File: src/rtl/a0_trace_pkg.sv
// Shared constants and helpers for the a0 trace buffer.
package a0_trace_pkg;

    localparam int unsigned DROP_W = 8;
    localparam logic [DROP_W-1:0] DROP_MAX = 8'hFF;

    function automatic logic [DROP_W-1:0] drop_sat_inc(input logic [DROP_W-1:0] v);
        return (v == DROP_MAX) ? v : v + 8'd1;
    endfunction

endpackage

File: src/rtl/sync_fifo_fwft.sv
// First-word-fall-through synchronous FIFO with explicit occupancy count.
module sync_fifo_fwft #(
    parameter int unsigned WIDTH = 48,
    parameter int unsigned DEPTH = 16
) (
    input  logic                     clk,
    input  logic                     rst_n,
    input  logic                     clr,
    input  logic                     push,
    input  logic                     pop,
    input  logic [WIDTH-1:0]         din,
    output logic [WIDTH-1:0]         dout,
    output logic [$clog2(DEPTH):0]   count,
    output logic                     full,
    output logic                     empty
);

    localparam int unsigned PTR_W = $clog2(DEPTH);

    logic [WIDTH-1:0] mem_q [DEPTH];
    logic [WIDTH-1:0] mem_d [DEPTH];
    logic [PTR_W-1:0] wr_ptr_q, wr_ptr_d;
    logic [PTR_W-1:0] rd_ptr_q, rd_ptr_d;
    logic [PTR_W:0]   count_q, count_d;
    logic             do_push, do_pop;

    assign full  = (count_q == (PTR_W+1)'(DEPTH));
    assign empty = (count_q == '0);
    assign count = count_q;
    assign dout  = mem_q[rd_ptr_q];

    // A push into a full FIFO is only accepted when the head leaves in the same cycle.
    assign do_pop  = pop & ~empty;
    assign do_push = push & (~full | do_pop);

    always_comb begin
        mem_d    = mem_q;
        wr_ptr_d = wr_ptr_q;
        rd_ptr_d = rd_ptr_q;
        count_d  = count_q;
        if (clr) begin
            wr_ptr_d = '0;
            rd_ptr_d = '0;
            count_d  = '0;
        end else begin
            if (do_push) begin
                mem_d[wr_ptr_q] = din;
                wr_ptr_d        = wr_ptr_q + PTR_W'(1);
            end
            if (do_pop) begin
                rd_ptr_d = rd_ptr_q + PTR_W'(1);
            end
            case ({do_push, do_pop})
                2'b10:   count_d = count_q + (PTR_W+1)'(1);
                2'b01:   count_d = count_q - (PTR_W+1)'(1);
                default: count_d = count_q;
            endcase
        end
    end

    // Storage is reset so the read port is X-free while empty.
    always_ff @(posedge clk or negedge rst_n) begin
        if (!rst_n) begin
            for (int unsigned i = 0; i < DEPTH; i++) begin
                mem_q[i] <= '0;
            end
            wr_ptr_q <= '0;
            rd_ptr_q <= '0;
            count_q  <= '0;
        end else begin
            mem_q    <= mem_d;
            wr_ptr_q <= wr_ptr_d;
            rd_ptr_q <= rd_ptr_d;
            count_q  <= count_d;
        end
    end

endmodule

File: src/rtl/a0_trace_buffer.sv
// Captures each change of the CPU a0 register with a cycle timestamp and
// queues it in a FWFT FIFO for a slower valid/ready consumer.
module a0_trace_buffer #(
    parameter int unsigned D_WIDTH  = 32,
    parameter int unsigned DEPTH    = 16,
    parameter int unsigned TS_WIDTH = 16
) (
    input  logic                     clk,
    input  logic                     rst,
    input  logic                     en,
    input  logic                     clr,
    input  logic [D_WIDTH-1:0]       a0,
    output logic                     out_valid,
    input  logic                     out_ready,
    output logic [D_WIDTH-1:0]       out_data,
    output logic [TS_WIDTH-1:0]      out_ts,
    output logic [$clog2(DEPTH):0]   count,
    output logic                     overflow,
    output logic [7:0]               drop_cnt
);

    import a0_trace_pkg::*;

    localparam int unsigned ENTRY_W = D_WIDTH + TS_WIDTH;

    logic [TS_WIDTH-1:0] ts_q, ts_d;
    logic [D_WIDTH-1:0]  prev_q, prev_d;
    logic                primed_q, primed_d;
    logic                overflow_q, overflow_d;
    logic [DROP_W-1:0]   drop_q, drop_d;

    logic                cap, pop, drop, full, empty;
    logic [ENTRY_W-1:0]  head;

    assign cap       = en & (~primed_q | (a0 != prev_q));
    assign out_valid = ~empty;
    assign pop       = out_valid & out_ready;
    assign drop      = cap & full & ~pop;

    always_comb begin
        ts_d       = ts_q + TS_WIDTH'(1);
        prev_d     = prev_q;
        primed_d   = primed_q;
        overflow_d = overflow_q;
        drop_d     = drop_q;
        if (en) begin
            prev_d   = a0;
            primed_d = 1'b1;
        end
        if (drop) begin
            overflow_d = 1'b1;
            drop_d     = drop_sat_inc(drop_q);
        end
        if (clr) begin
            ts_d       = '0;
            primed_d   = 1'b0;
            overflow_d = 1'b0;
            drop_d     = '0;
        end
    end

    always_ff @(posedge clk or negedge rst) begin
        if (!rst) begin
            ts_q       <= '0;
            prev_q     <= '0;
            primed_q   <= 1'b0;
            overflow_q <= 1'b0;
            drop_q     <= '0;
        end else begin
            ts_q       <= ts_d;
            prev_q     <= prev_d;
            primed_q   <= primed_d;
            overflow_q <= overflow_d;
            drop_q     <= drop_d;
        end
    end

    sync_fifo_fwft #(
        .WIDTH (ENTRY_W),
        .DEPTH (DEPTH)
    ) u_fifo (
        .clk   (clk),
        .rst_n (rst),
        .clr   (clr),
        .push  (cap),
        .pop   (pop),
        .din   ({a0, ts_q}),
        .dout  (head),
        .count (count),
        .full  (full),
        .empty (empty)
    );

    assign out_data = head[ENTRY_W-1:TS_WIDTH];
    assign out_ts   = head[TS_WIDTH-1:0];
    assign overflow = overflow_q;
    assign drop_cnt = drop_q;

endmodule

File: config.mk
export PLATFORM = sky130hd
export DESIGN_NAME = a0_trace_buffer
export DESIGN_NICKNAME = d
export VERILOG_FILES = /design/src/rtl/a0_trace_pkg.sv /design/src/rtl/sync_fifo_fwft.sv /design/src/rtl/a0_trace_buffer.sv
export SDC_FILE = /design/constraint.sdc
export NUM_CORES = 1
export LEC_CHECK = 0
export ABC_AREA = 0
export CAP_MARGIN = 30
export CORE_MARGIN = 8
export CORE_UTILIZATION = 60
export DETAILED_ROUTE_END_ITERATION = 16
export MAX_ROUTING_LAYER = met4
export PLACE_DENSITY = 0.78
export SYNTH_ARGS = -nofsm -noshare
export SYNTH_HDL_FRONTEND = slang
export SYNTH_HIERARCHICAL = 1
export SYNTH_SLANG_ARGS = --single-unit
File: constraint.sdc
create_clock -name clk -period 5 [get_ports clk]
set_clock_uncertainty 0.1 [all_clocks]
set_input_delay 1.25 -clock clk [delete_from_list [all_inputs] [get_ports clk]]
set_output_delay 1.25 -clock clk [all_outputs]
set_load 0.02 [all_outputs]
==> results of run 1 <==
[power by group through the flow]
| stage | combinational, W | sequential [W] | clock [W] |
|---|---|---|---|
| detailed placement | 0.00410 | 0.00795 | 0 |
| global route | 0.00431 | 0.00791 | 0.00706 |
| global placement | 0.00400 | 0.00788 | 0 |
| finish | 0.00404 | 0.00784 | 0.00671 |
| CTS | 0.00411 | 0.00783 | 0.00681 |
| floorplan | 0.00269 | 0.00778 | 0 |
[placed cells by master, fill, tap and decap left out, drive strengths merged, types with 4 or more instances in the layout]
cell	instances
ha	10
clkinv	12
inv	12
xnor2	34
nor2b	12
o21ai	12
bufinv	7
mux2	805
nand2b	4
or3	9
nor2	49
o2111ai	4
nor4	4
dfrtp	839
nor3	6
o211ai	4
clkbuf	136
nand2	58
mux2i	5
nand4	10
mux4	192
buf	143
xor2	16
a22oi	96
a21oi	6
and3	7
nand3	15
clkdlybuf4s50	96
[through the flow]
step,area [µm²],cells
detailed placement,41900,3324
CTS,44900,3483
finish,44900,3483
floorplan,39300,2438
global route,44900,3483
global placement,41900,3324
[final cells by class]
type | instances | area [µm²]
Fill cell | 4063 | 19700
Sequential cell | 839 | 21000
Tap cell | 855 | 1070
Multi-Input combinational cell | 1380 | 17000
Inverter | 11 | 41.3
Clock buffer | 136 | 2650
Timing Repair Buffer | 239 | 2790
Clock inverter | 23 | 350
[worst max-delay path by stage]
stage          slack, ns          startpoint               to
2_1_floorplan       0.75                  en  u_fifo/count[4]
3_5_place_dp        0.05              a0[13]  u_fifo/count[4]
6_report            0.39  u_fifo/rd_ptr_q[2]        out_ts[7]
3_3_place_gp        0.05              a0[13]  u_fifo/count[4]
5_1_grt             0.30  u_fifo/rd_ptr_q[0]      out_data[6]
4_1_cts             0.34  u_fifo/rd_ptr_q[0]      out_data[6]
[logic make-up (layout without fill, tap and decap cells)]
family / count (synthesis) / in the layout / share of synthesized area [%]
mux: 1002 / 1002 / 36.6
xor+xnor: 50 / 50 / 1.12
compound gates: 133 / 133 / 2.69
flops: 839 / 839 / 53.5
buf+inv: 219 / 409 / 3.33
simple gates: 184 / 184 / 2.44
fa+ha+maj: 11 / 11 / 0.370
[state kept, by name (all words and copies together), names as in the netlist]
register,cells
u_fifo/mem_q,768
prev_q,32
ts_q,16
drop_cnt,8
u_fifo/count,5
u_fifo/rd_ptr_q,4
u_fifo/wr_ptr_q,4
overflow,1
primed_q,1
[routing by layer]
layer / vias up / track usage [%] / share of wire [%]
li1: 9256 / - / -
met1: 12000 / 36.0 / 42
met2: 732 / 42.6 / 49
met3: 204 / 4.94 / 6.0
met4: 0 / 8.25 / 3.1
met5: - / - / 0
==> metrics.log, run 1 <==
[metrics] worst slack, placed: 0.0517 ns
[metrics] Tmin final: 4.61 ns
[metrics] Hold/Removal Path Class: flip-flop to flip-flop
[metrics] sequential power share: 42.2%
[metrics] Overall Global Routing Usage: 27.0%
[metrics] commonest cells in the synthesized netlist: sky130_fd_sc_hd__dfrtp_1 (839), sky130_fd_sc_hd__mux2_2 (529), sky130_fd_sc_hd__mux2_4 (244), sky130_fd_sc_hd__mux4_2 (192), sky130_fd_sc_hd__a22oi_1 (96)
[metrics] static leakage power: 20.6 nW
[metrics] total gr overflow: 0
[metrics] Worst Hold Path EP: u_fifo/mem_q[762]
[metrics] required arrival time at the worst endpoint: 3.65 ns
[metrics] Worst setup EP type: output pin
[metrics] antenna violations before repair: 0
[metrics] DRC violation count after routing: 0
[metrics] top_reg_cell synth: sky130_fd_sc_hd__dfrtp_1
[metrics] max-slew headroom at the worst pin: 36.3%
[metrics] type of origin of the critical path: flip-flop
[metrics] total I/O pin count: 100
[metrics] net count of the mapped netlist: 2,486
[metrics] cell depth of the worst setup path: 5
[metrics] switching power as a share of total power: 27.5%
[metrics] via count of the first global-routing pass: 24,600
[metrics] setup repair after global routing missed its margin: no
[metrics] final weighted congestion in routability-driven placement: 0.826
[metrics] area share of the largest cell type after synthesis: 53.5%
[metrics] fraction of registers with async set/reset: 100%
[metrics] Clk pwr share: 36.1%
[metrics] MaxCap Viol Count: 0
[metrics] Nets: 2,607
[metrics] number of vias per cell after detailed routing: 6.38
[metrics] cell types with the largest area share after synthesis: sky130_fd_sc_hd__dfrtp_1 (53%), sky130_fd_sc_hd__mux2_2 (15%), sky130_fd_sc_hd__mux4_2 (11%)
[metrics] final core utilization: 69.6%
[metrics] Worst VDD drop: 433 µV
[metrics] post-cts sizing count: 0
[metrics] slew at the pin closest to its max-slew limit: 0.956 ns
[metrics] Tot Pwr: 0.0186 W
[metrics] port bufs: 99
[metrics] Period Utilization, post-route: 92.2%
[metrics] routed len/inst: 27.6 µm
[metrics] clock buffer depth: 3
[metrics] smallest setup slack after layout: 0.392 ns
[metrics] cell chosen for the clock root: sky130_fd_sc_hd__clkbuf_16
[metrics] sequence of cells on the critical path: nor2b_4 > buf_4 > a22oi_1 > nand2_1 > clkdlybuf4s50_1
[metrics] Post-synth EDFFs: 0
[metrics] power density over cell area: 414 nW/µm²
[metrics] number of distinct library cells after synthesis: 56
[metrics] clock sink count: 839
[metrics] Area growth syn-to-layout: 14.5%
[metrics] length of the first detailed-routing pass in iterations: 5
[metrics] final-report hold violation count: 0
[metrics] portion of the post-synthesis area used by sequential elements: 53.5%
[metrics] maximum single-stage delay on the critical path: 0.75 ns
[metrics] Setup Total Neg Slack: 0 ns
[metrics] worst skew pair latency: 0.64 ns
[metrics] wire length of the first global-routing pass: 150,000 µm
[metrics] Final setup viols: 0
[metrics] area of the die: 73,900 µm²
[metrics] Post-Syn Instances: 2,438
[metrics] final WL: 96,100 µm
[metrics] clock tree from TritonCTS: yes
[metrics] Antenna Diode Count: 0
[metrics] Max H-tree Level: 3
[metrics] Max Slew Vio Count: 0
[metrics] Hold-fix buffers, CTS: 0
[metrics] synthesized area: 39,300 µm²
[metrics] Worst Reg2Reg Path Length in Cells: 8
[metrics] post-synthesis cell type with the largest combined area: sky130_fd_sc_hd__dfrtp_1
[metrics] dominant cell by count in the synthesized netlist: sky130_fd_sc_hd__dfrtp_1
[metrics] WHS Path Cells: 1
[metrics] Max Freq: 0.217 GHz
[metrics] Site Rows: 93
[metrics] beginning of the worst hold path: u_fifo/mem_q[762]
[metrics] number of flip-flops and latches in the synthesized netlist: 839
[metrics] worst setup path class: flip-flop to output pin
[metrics] die height: 272 µm
[metrics] startpoint of the lowest-slack register-to-register path: u_fifo/count[0]
[metrics] via count: 22,200
[metrics] fraction of layout cells with a size suffix above 1: 48.7%
[metrics] hold slack: 0.391 ns
[metrics] maximum fanout count along the critical path: 16
[metrics] net switching component of the power: 0.00511 W
[metrics] flop2flop setup slack: 1.01 ns
[metrics] core region area: 64,600 µm²
[metrics] CTS Buf Count: 88
[metrics] Slowest-stage cell, CP: sky130_fd_sc_hd__nor2b_4
[metrics] width of the die: 272 µm
[metrics] post-synthesis average cell area: 16.1 µm²
[metrics] cell-internal power: 0.0135 W
[metrics] Detailed Route Iter0 Violations: 1,714
[metrics] r2r endpoint: u_fifo/mem_q[759]
[metrics] clock-pin slew reported for the worst setup and hold paths after clock tree synthesis: 0.06 ns
[metrics] placed wire-length estimate: 57,100 µm
[metrics] combinational share of power: 21.8%
[metrics] Worst Path Buf+Inv: 2
[metrics] Largest delay share family, worst path: buffers and inverters
[metrics] run status: complete, no violations
[metrics] postcts setup bufs: 0
[metrics] number of synthesis warnings: 6
[metrics] largest net degree at the start of global routing: 123
[metrics] Post-DRT Antenna Nets: 0
[metrics] Starting Density: 60.8%
[metrics] Worst Path Arrival: 3.26 ns
No activity file was read; power rests on OpenSTA's default activity.
==> run 2: changes to the inputs <==
- CAP_MARGIN: 30 -> 5
- GPL_ROUTABILITY_DRIVEN: unset -> 0
==> results of run 2 <==
Final layout, timing and power as in run 1 (identical DEF).
==> run 3: changes to the inputs <==
- SKIP_LAST_GASP: unset -> 1
==> results of run 3 <==
Final layout, timing and power as in run 1 (identical DEF).
